--- config.mk ---
export PLATFORM = sky130hd
export DESIGN_NAME = srv_icache_sa
export DESIGN_NICKNAME = d
export VERILOG_FILES = /design/src/rtl/srv_icache_pkg.sv /design/src/rtl/srv_icache_plru.sv /design/src/rtl/srv_icache_sa.sv
export SDC_FILE = /design/constraint.sdc
export NUM_CORES = 1
export LEC_CHECK = 0
export BUFFER_PORTS_ARGS = -buffer_cell sky130_fd_sc_hd__buf_2
export CORE_MARGIN = 1.5
export CORE_UTILIZATION = 31
export CTS_CLUSTER_SIZE = 24
export DETAILED_ROUTE_END_ITERATION = 6
export SLEW_MARGIN = 20
export SYNTH_ARGS = -nofsm -noshare
export SYNTH_HDL_FRONTEND = slang
export SYNTH_SLANG_ARGS = --single-unit
--- constraint.sdc ---
create_clock -name clk -period 22 [get_ports clk]
set_clock_uncertainty 0.05 [all_clocks]
set_input_delay 4.4 -clock clk [delete_from_list [all_inputs] [get_ports clk]]
set_output_delay 4.4 -clock clk [all_outputs]
set_load 0.005 [all_outputs]
--- src/rtl/srv_icache_pkg.sv ---
// Shared types and helpers for the set-associative instruction cache.
package srv_icache_pkg;

    typedef enum logic [0:0] {
        IDLE,
        MISS
    } state_e;

    // Widest line the word-select helper accepts.
    localparam int unsigned MAX_LINE_W = 512;

    function automatic int unsigned offs_w(input int unsigned line_w);
        return $clog2(line_w / 32);
    endfunction

    // Yields 0 for a single set.
    function automatic int unsigned idx_w(input int unsigned nsets);
        return $clog2(nsets);
    endfunction

    function automatic int unsigned tag_w(input int unsigned line_w, input int unsigned nsets);
        return 32 - offs_w(line_w) - idx_w(nsets);
    endfunction

    // Pick 32-bit word 'offs' out of a (zero-extended) cache line.
    function automatic logic [31:0] word_sel(input logic [MAX_LINE_W-1:0] line,
                                             input int unsigned offs);
        return 32'(line >> (offs * 32));
    endfunction

endpackage

--- src/rtl/srv_icache_plru.sv ---
// Tree-PLRU replacement state for one cache set.
// Victim is the lowest invalid way, otherwise the way the tree points at.
module srv_icache_plru
    import srv_icache_pkg::*;
#(
    parameter int unsigned NWAYS = 2
) (
    input  logic             clk,
    input  logic             rst_n,
    input  logic [NWAYS-1:0] valid,
    input  logic [NWAYS-1:0] access,
    input  logic             upd,
    input  logic             flush,
    output logic [NWAYS-1:0] victim
);

    localparam int unsigned LVLS = $clog2(NWAYS);
    // Keep a dummy bit when there is no tree (single way).
    localparam int unsigned NB   = (NWAYS > 1) ? NWAYS - 1 : 1;

    logic [NB-1:0] bits_q, bits_d;

    // Victim: first invalid way, else walk the tree (bit=0 -> left, 1 -> right).
    always_comb begin
        int unsigned   node;
        logic          found;
        logic [NB-1:0] sh;
        victim = '0;
        found  = 1'b0;
        node   = 0;
        sh     = '0;
        for (int unsigned w = 0; w < NWAYS; w++) begin
            if (!found && !valid[w]) begin
                victim[w] = 1'b1;
                found     = 1'b1;
            end
        end
        if (!found) begin
            for (int unsigned l = 0; l < LVLS; l++) begin
                sh   = bits_q >> node;
                node = 2 * node + 1 + 32'(sh[0]);
            end
            victim = NWAYS'(1) << (node - (NWAYS - 1));
        end
    end

    // Update: every node on the path to the accessed way points away from it.
    always_comb begin
        int unsigned n, p, aw;
        bits_d = bits_q;
        n      = 0;
        p      = 0;
        aw     = 0;
        for (int unsigned w = 0; w < NWAYS; w++) begin
            if (access[w]) aw = w;
        end
        if (flush) begin
            bits_d = '0;
        end else if (upd) begin
            n = aw + NWAYS - 1;
            for (int unsigned l = 0; l < LVLS; l++) begin
                p      = (n - 1) / 2;
                bits_d = (bits_d & ~(NB'(1) << p)) | (NB'(n == 2 * p + 1) << p);
                n      = p;
            end
        end
    end

    // PLRU bit register.
    always_ff @(posedge clk or negedge rst_n) begin
        if (!rst_n) bits_q <= '0;
        else        bits_q <= bits_d;
    end

endmodule

--- src/rtl/srv_icache_sa.sv ---
// Set-associative instruction cache with tree-PLRU replacement, refill FSM,
// bypass mode (CACHE_EN=0) and single-cycle flush.
module srv_icache_sa
    import srv_icache_pkg::*;
#(
    parameter int unsigned CACHE_EN = 1,
    parameter int unsigned NWAYS    = 2,
    parameter int unsigned NSETS    = 4,
    parameter int unsigned LINE_W   = 128
) (
    input  logic              clk,
    input  logic              rst_n,
    input  logic              imem_req_i,
    input  logic [31:0]       imAddr,
    output logic [31:0]       imData,
    output logic              im_drdy,
    output logic              im_busy_o,
    input  logic              flush_i,
    output logic [31:0]       ext_addr_o,
    output logic              ext_req_o,
    input  logic              ext_rsp_i,
    input  logic [LINE_W-1:0] ext_data_i
);

    localparam int unsigned OFFS_W  = offs_w(LINE_W);
    localparam int unsigned IDX_W   = idx_w(NSETS);
    localparam int unsigned TAG_W   = tag_w(LINE_W, NSETS);
    localparam int unsigned WORDS   = LINE_W / 32;
    localparam int unsigned IDX_WL  = (IDX_W > 0) ? IDX_W : 1;
    localparam int unsigned OFFS_WL = (OFFS_W > 0) ? OFFS_W : 1;

    state_e              state_q, state_d;
    logic [31:0]         addr_q, addr_d;
    logic [31:0]         rdata_q, rdata_d;
    logic                drdy_q, drdy_d;
    logic                pend_q, pend_d;

    logic [LINE_W-1:0]   data_q  [NWAYS][NSETS];
    logic [TAG_W-1:0]    tag_q   [NWAYS][NSETS];
    logic [NWAYS-1:0]    valid_q [NSETS];
    logic [NWAYS-1:0]    victim_vec [NSETS];

    logic [OFFS_WL-1:0]  req_offs, lat_offs;
    logic [IDX_WL-1:0]   req_idx, lat_idx, upd_idx;
    logic [TAG_W-1:0]    req_tag, lat_tag;
    logic [NWAYS-1:0]    hit_vec, sel_victim, acc_way;
    logic [31:0]         hit_word;
    logic                clr_all, install, plru_upd;

    // Shifts and masks instead of part-selects so zero-width fields stay legal.
    assign req_offs = OFFS_WL'(imAddr & 32'(WORDS - 1));
    assign req_idx  = IDX_WL'((imAddr >> OFFS_W) & 32'(NSETS - 1));
    assign req_tag  = TAG_W'(imAddr >> (OFFS_W + IDX_W));
    assign lat_offs = OFFS_WL'(addr_q & 32'(WORDS - 1));
    assign lat_idx  = IDX_WL'((addr_q >> OFFS_W) & 32'(NSETS - 1));
    assign lat_tag  = TAG_W'(addr_q >> (OFFS_W + IDX_W));

    assign sel_victim = victim_vec[lat_idx];

    // Combinational lookup on the incoming address.
    always_comb begin
        hit_vec  = '0;
        hit_word = '0;
        for (int unsigned w = 0; w < NWAYS; w++) begin
            if (CACHE_EN != 0 && valid_q[req_idx][w] && tag_q[w][req_idx] == req_tag) begin
                hit_vec[w] = 1'b1;
                hit_word   = word_sel(MAX_LINE_W'(data_q[w][req_idx]), 32'(req_offs));
            end
        end
    end

    // Next-state, response and storage-control decode.
    always_comb begin
        state_d  = state_q;
        addr_d   = addr_q;
        rdata_d  = rdata_q;
        drdy_d   = 1'b0;
        pend_d   = pend_q;
        clr_all  = 1'b0;
        install  = 1'b0;
        plru_upd = 1'b0;
        acc_way  = '0;
        upd_idx  = req_idx;
        unique case (state_q)
            IDLE: begin
                if (flush_i) clr_all = 1'b1;
                if (imem_req_i) begin
                    addr_d = imAddr;
                    // A flush in the same cycle turns the lookup into a miss.
                    if (|hit_vec && !flush_i) begin
                        rdata_d  = hit_word;
                        drdy_d   = 1'b1;
                        plru_upd = 1'b1;
                        acc_way  = hit_vec;
                    end else begin
                        state_d = MISS;
                    end
                end
            end
            MISS: begin
                upd_idx = lat_idx;
                if (flush_i) pend_d = 1'b1;
                if (ext_rsp_i) begin
                    rdata_d = word_sel(MAX_LINE_W'(ext_data_i), 32'(lat_offs));
                    drdy_d  = 1'b1;
                    pend_d  = 1'b0;
                    state_d = IDLE;
                    // A pending flush wins over the install.
                    if (pend_q || flush_i) begin
                        clr_all = 1'b1;
                    end else if (CACHE_EN != 0) begin
                        install  = 1'b1;
                        plru_upd = 1'b1;
                        acc_way  = sel_victim;
                    end
                end
            end
            default: state_d = IDLE;
        endcase
    end

    // Control registers.
    always_ff @(posedge clk or negedge rst_n) begin
        if (!rst_n) begin
            state_q <= IDLE;
            addr_q  <= '0;
            rdata_q <= '0;
            drdy_q  <= 1'b0;
            pend_q  <= 1'b0;
        end else begin
            state_q <= state_d;
            addr_q  <= addr_d;
            rdata_q <= rdata_d;
            drdy_q  <= drdy_d;
            pend_q  <= pend_d;
        end
    end

    // Valid bits: flush clears everything, install sets the victim's bit.
    always_ff @(posedge clk or negedge rst_n) begin
        if (!rst_n) begin
            for (int unsigned s = 0; s < NSETS; s++) valid_q[s] <= '0;
        end else if (clr_all) begin
            for (int unsigned s = 0; s < NSETS; s++) valid_q[s] <= '0;
        end else if (install) begin
            valid_q[lat_idx] <= valid_q[lat_idx] | sel_victim;
        end
    end

    // Line and tag storage; contents are meaningless until valid is set.
    always_ff @(posedge clk) begin
        if (install) begin
            for (int unsigned w = 0; w < NWAYS; w++) begin
                if (sel_victim[w]) begin
                    data_q[w][lat_idx] <= ext_data_i;
                    tag_q[w][lat_idx]  <= lat_tag;
                end
            end
        end
    end

    for (genvar s = 0; s < NSETS; s++) begin : g_set
        srv_icache_plru #(
            .NWAYS (NWAYS)
        ) u_plru (
            .clk    (clk),
            .rst_n  (rst_n),
            .valid  (valid_q[s]),
            .access (acc_way),
            .upd    (plru_upd && upd_idx == IDX_WL'(s)),
            .flush  (clr_all),
            .victim (victim_vec[s])
        );
    end

    assign imData     = rdata_q;
    assign im_drdy    = drdy_q;
    assign im_busy_o  = (state_q == MISS);
    assign ext_req_o  = (state_q == MISS);
    assign ext_addr_o = (addr_q >> OFFS_W) << OFFS_W;

endmodule

* Word-level counts from Yosys, hierarchy flattened *
Memory sizes are Yosys's and may differ from the RTL's.
Index checks and enable logic that the tools add are counted.

cells by class
  add/subtract/negate cells = 12
  multipliers = 0
  divide/modulo/power cells = 0
  magnitude comparators = 3
  eq/ne operators = 9
  shift operators = 9
  muxes and demuxes = 95
  bitwise logic cells = 13
  reduce and logical (&&, ||, !) cells = 29

operator list
  cell                                                                  number
  512-bit 2-to-1 mux                                                    2
  128-bit 2-to-1 mux                                                    5
  128-bit binary-select mux with 2-bit select                           2
  128-bit by 7-bit right shift with 32-bit output                       3
  128-bit demux with 2-bit select                                       1
  112-bit 2-to-1 mux                                                    2
  32-bit by 1-bit subtractor with 32-bit output, second input constant  6
  32-bit 2-to-1 mux                                                     5
  28-bit 2-to-1 mux                                                     5
  1-bit by 32-bit << shifter with 2-bit output, first input constant    4
  28-bit binary-select mux with 2-bit select                            2
  32-bit case mux with 2 select lines                                   1
  28-bit demux with 2-bit select                                        1
  28-bit equality test                                                  2
  1-bit 2-to-1 mux                                                      41
  32-bit by 1-bit adder with 32-bit output, second input constant       1
  32-bit equality test                                                  1
  2-bit 2-to-1 mux                                                      16
  1-bit by 31-bit << shifter with 1-bit output                          1
  1-bit by 31-bit << shifter with 1-bit output, first input constant    1
  8-bit 2-to-1 mux                                                      2
  2-bit binary-select mux with 2-bit select                             3
  1-bit logical AND                                                     12
  2-bit nonzero test                                                    6
  22 further kinds                                                      45

word-level totals
  register bits after elaboration = 79
  bits in latches = 0
  RAM bits = 1248
  bits in read-only memories = 0
  output and inout bits = 67
  word-level logic and storage cells = 185
  memories = 2

memory list
  name    depth  width  read ports  clocked after memory_dff  wr ports  RTL line             source
  data_q  2      512    2           0                         2         srv_icache_sa.sv:38  logic [LINE_W-1:0] data_q [NWAYS][NSETS];
  tag_q   2      112    2           0                         2         srv_icache_sa.sv:39  logic [TAG_W-1:0] tag_q [NWAYS][NSETS];

* Depth between registers and ports, before layout *
  depth in word-level cells = 22
  gate-level depth with buffers = 14

* Hierarchy *
A second synthesis with hierarchy kept.

second synthesis, totals
  cells, all modules = 2432
  area total of the unflattened synthesis = 53128.5 µm²

by module, submodules not included
  module           instances  cells each  area an instance (µm²)  sequential area each (µm²)
  srv_icache_sa    1          2408        52918.3                 39352.7
  srv_icache_plru  4          6           52.6                    25.0

* Worst setup path before layout *
No wires, ideal clock.

  kind = input -> register
  start = input port flush_i
  end = memory data_q[0][1000] (netlist name), enable pin
  library setup time = 0.862 ns
  data arrival time = 15.682 ns
  required time = 21.088 ns
  path slack = 5.405 ns
  cell stages on the path = 5
  cells stage by stage = or2_2 > clkbuf_1 > nor2_1 > nand2b_1 > nor3_1

RTL lines
  element             RTL line             source
  start: declaration  srv_icache_sa.sv:18  input logic flush_i,
  end: declaration    srv_icache_sa.sv:38

* Final worst setup path *
  start = input port imAddr[2]
  end = register rdata_q[11] (netlist: imData[11])

between the ends
  cells in the longest elaborated chain, start to end = 11
  elaborated cells on any way between the ends = 33

ends and longest elaborated chain
  element                                                                               RTL line                                  source
  start: declaration                                                                    srv_icache_sa.sv:14                       input logic [31:0] imAddr,
  2-bit inverter with 3-bit output (implied by the code) *                              srv_icache_sa.sv:65, srv_icache_sa.sv:67
  branches (longest 10 deep; another with 128-bit binary-select mux with 2-bit select)  --
  end signal: assignment                                                                srv_icache_sa.sv:133                      rdata_q <= rdata_d;
  end: declaration                                                                      srv_icache_sa.sv:34                       logic [31:0] rdata_q, rdata_d;

Every way passes the cells marked *. The select of a mux whose other input is x is not followed.
A chain may end at the register's enable or synchronous reset.

==> qor.csv <==
metric,value,unit
synthCells,2356,
layout-drive-gt1-share,0.336,
multiInputGateArea,0.0121,mm2
grt_pass1_vias,26100,
cp.depth,12,
vias_per_cell,5.03,
ys_top_cells_by_area,"edfxtp_1 71%, mux4_2 17%, dfrtp_1 3.8%",
drcViolationCount,0,
timing.critical_path.buf_inv,4,
cts-resized-gates,0,
grt_usage,0.148,
hold_end,imData[4]$_DFFE_PN0P_,
io_pins,232,
critPathCaptureType,register,
slew_headroom,0.219,
p_sw,0.00126,W
synth_edf_count,1248,
cts_num_sinks,1327,
holdBufCountCts,0,
synthArstFlopShare,0.0595,
dp_hpwl,72400,um
grt_start_max_net_pins,117,
power_density,91.9,mW/mm2
grt_overflow_total,0,
gp_congestion,0.774,
synth_area,0.0524,mm2
cts_tree,built,
cts_setup_buffers,0,
setup_viol,0,
clock_tree.root_cell,clkbuf_16,
seqCellArea,0.0395,mm2
synth_fa_ha_area_frac,0,
p_int,0.00429,W
rr_worst_depth,7,
synth_simple_gate_area_frac,0.0141,
p_seq_frac,0.528,
tightest_slew,1.17,ns
hp-start,imData[4]$_DFFE_PN0P_,
ctsHtreeMaxLevel,4,
syn_area_per_cell,22.3,um2
fill_cells,15300,
row_count,150,
hold_depth,1,
final_cell_mix,"1248 x edfxtp_1, 392 x mux4_2, 224 x buf_2",
ir_worst_vdd,0.0000450,V
r2r_end,data_q[0][561]$_DFFE_PP_,
hold_ws,0.446,ns
min_period_over_period,0.403,
clk_latency,0.77,ns
clockBufferDepth,3,
fin_setup_tns,0,ns
max_cap_viol_count,0,
cp.arrival,9.40,ns
worst-path-max-fanout,51,
portBuffers,229,
critPathSlowestCell,buf_4,
slew_violations,0,
die_w,414,um
power_frac_clock,0.398,
synth_top_area_frac,0.715,
coreArea,0.168,mm2
synth_mux_area_frac,0.185,
synth_compound_area_frac,0.0231,
synth_largest_area_cell,edfxtp_1,
worstSetupPathType,input pin to register,
rr_startpoint,ext_req_o$_DFF_PN0_,
rsz0062_at_grt,false,
dr.pass1.iters,7,
status,"finished, final reports clean",
synth_top_family_by_area,multiplexers,
drt_iter0_markers,1987,
critPathTopFamily,buffers and inverters,
wl_per_cell,25.9,um
area_growth,15.1,%
switching_share,0.227,
nets,2772,
die-height,414,um
num_vias,24800,
yosys_warnings,0,
start_kind,input pin,
min_period,8.86,ns
cp_common_cell,buf_4,
crit_chain,buf_8 > buf_4 > mux4_2 > xnor2_1 > nand2_1 > or4_4 > nor4_4 > buf_4 > a21boi_2 > o31a_2 > inv_2 > o221ai_1,
max_stage_delay,0.74,ns
start_util,0.313,
antenna_found_initial,51,
grt_pass1_wl,186000,um
p_leak,19.3,nW
clk_pin_slew_worst_paths,0.06,ns
die-area,0.172,mm2
synthFlopType,edfxtp_1,
wirelength,128000,um
final_common_cell,edfxtp_1,
worst_ep_required_time,22.54,ns
combPwrFrac,0.075,
synth-xor-area-share,0.00718,
fmax,113,MHz
ys_seq_area_frac,0.752,
antenna_left,0,
r2r_slack,17.19,ns
synth_cell_type_count,56,
synth-seq-cells,1327,
numCtsBuffers,134,
hold_class,register to register,
hold_viol_final,0,
## synth_stat cells, types with 7 or more instances
master    instances
o21ai_0          27
buf_1            16
a31oi_1          23
mux2_2           26
buf_4            39
a32o_1           23
nor2_1           71
dfrtp_1          79
o221ai_1         11
mux4_2          392
a21bo_1          20
o22ai_1           7
edfxtp_1       1248
inv_1            25
buf_2            43
clkbuf_1         59
nand4_1          14
a21oi_1          16
xnor2_1          40
nand2_1          42
mux2i_1          60
## area by class of cell
class,count,area share
Timing Repair Buffer,275,0.0266
Sequential cell,1327,0.654
Clock buffer,186,0.0620
Multi-Input combinational cell,842,0.201
Clock inverter,57,0.00798
Antenna cell,16,0.000664
Inverter,27,0.00168
Tap cell,2204,0.0457
## stage by stage
step | setup WS, ns | power [W] | instances | util | area [um2]
after global placement | 12.27 | 0.00340 | 4673 | 0.334 | 56000
after detailed placement | 12.23 | 0.00341 | 4675 | 0.335 | 56100
final | 13.14 | 0.00555 | 4934 | 0.360 | 60300
after CTS | 13.06 | 0.00561 | 4918 | 0.360 | 60300
after floorplan | 5.41 | 0.00322 | 2357 | - | 52400
after global routing | 12.88 | 0.00573 | 4932 | 0.360 | 60300
## worst max path at each step
stage	start	endpoint
after global placement	imAddr[2]	imData[25]$_DFFE_PN0P_
after global routing	imAddr[2]	imData[8]$_DFFE_PN0P_
after CTS	imAddr[2]	imData[8]$_DFFE_PN0P_
after detailed placement	imAddr[2]	imData[8]$_DFFE_PN0P_
after floorplan	flush_i	data_q[0][1000]$_DFFE_PP_
final	imAddr[2]	imData[11]$_DFFE_PN0P_
## cell families (layout without fill, tap and decap cells)
logic type,Yosys count,in the layout
muxes,478,478
AOI/OAI and AO/OA,159,159
buffers and inverters,188,545
DFF,1327,1327
and+or+nand+nor,160,160
other,1,18
xor gates and xnor gates,43,43
## registers in the layout, summed over array words and instances, names as in the netlist, 4 cells and up
name,cells
imData,32
tag_q,224
addr_q,32
data_q,1024
valid_q,8
g_set.u_plru.bits_q,4
## worst reg2reg max path: cells and delay by family (launching register included)
kind	cells	cell delay [ns]
buffers and inverters	3	2.23
DFF	1	0.42
and+or+nand+nor	4	1.68
## power by group through the flow
stage / Clock, W / Sequential [W] / Combinational [W]
after floorplan: 0 / 0.00295 / 0.000270
after global placement: 0 / 0.00298 / 0.000417
after detailed placement: 0 / 0.00298 / 0.000423
after CTS: 0.00226 / 0.00293 / 0.000424
after global routing: 0.00234 / 0.00294 / 0.000446
final: 0.00220 / 0.00293 / 0.000414
## layer usage
layer  GRT usage  share of wire  vias up
met5           0         0.0015        -
met4      0.0495          0.026       32
met3      0.0343          0.057      228
met2       0.252           0.51      722
met1       0.186           0.40    13400
li1            -              -    10500
(Power assumes the default switching activity.)
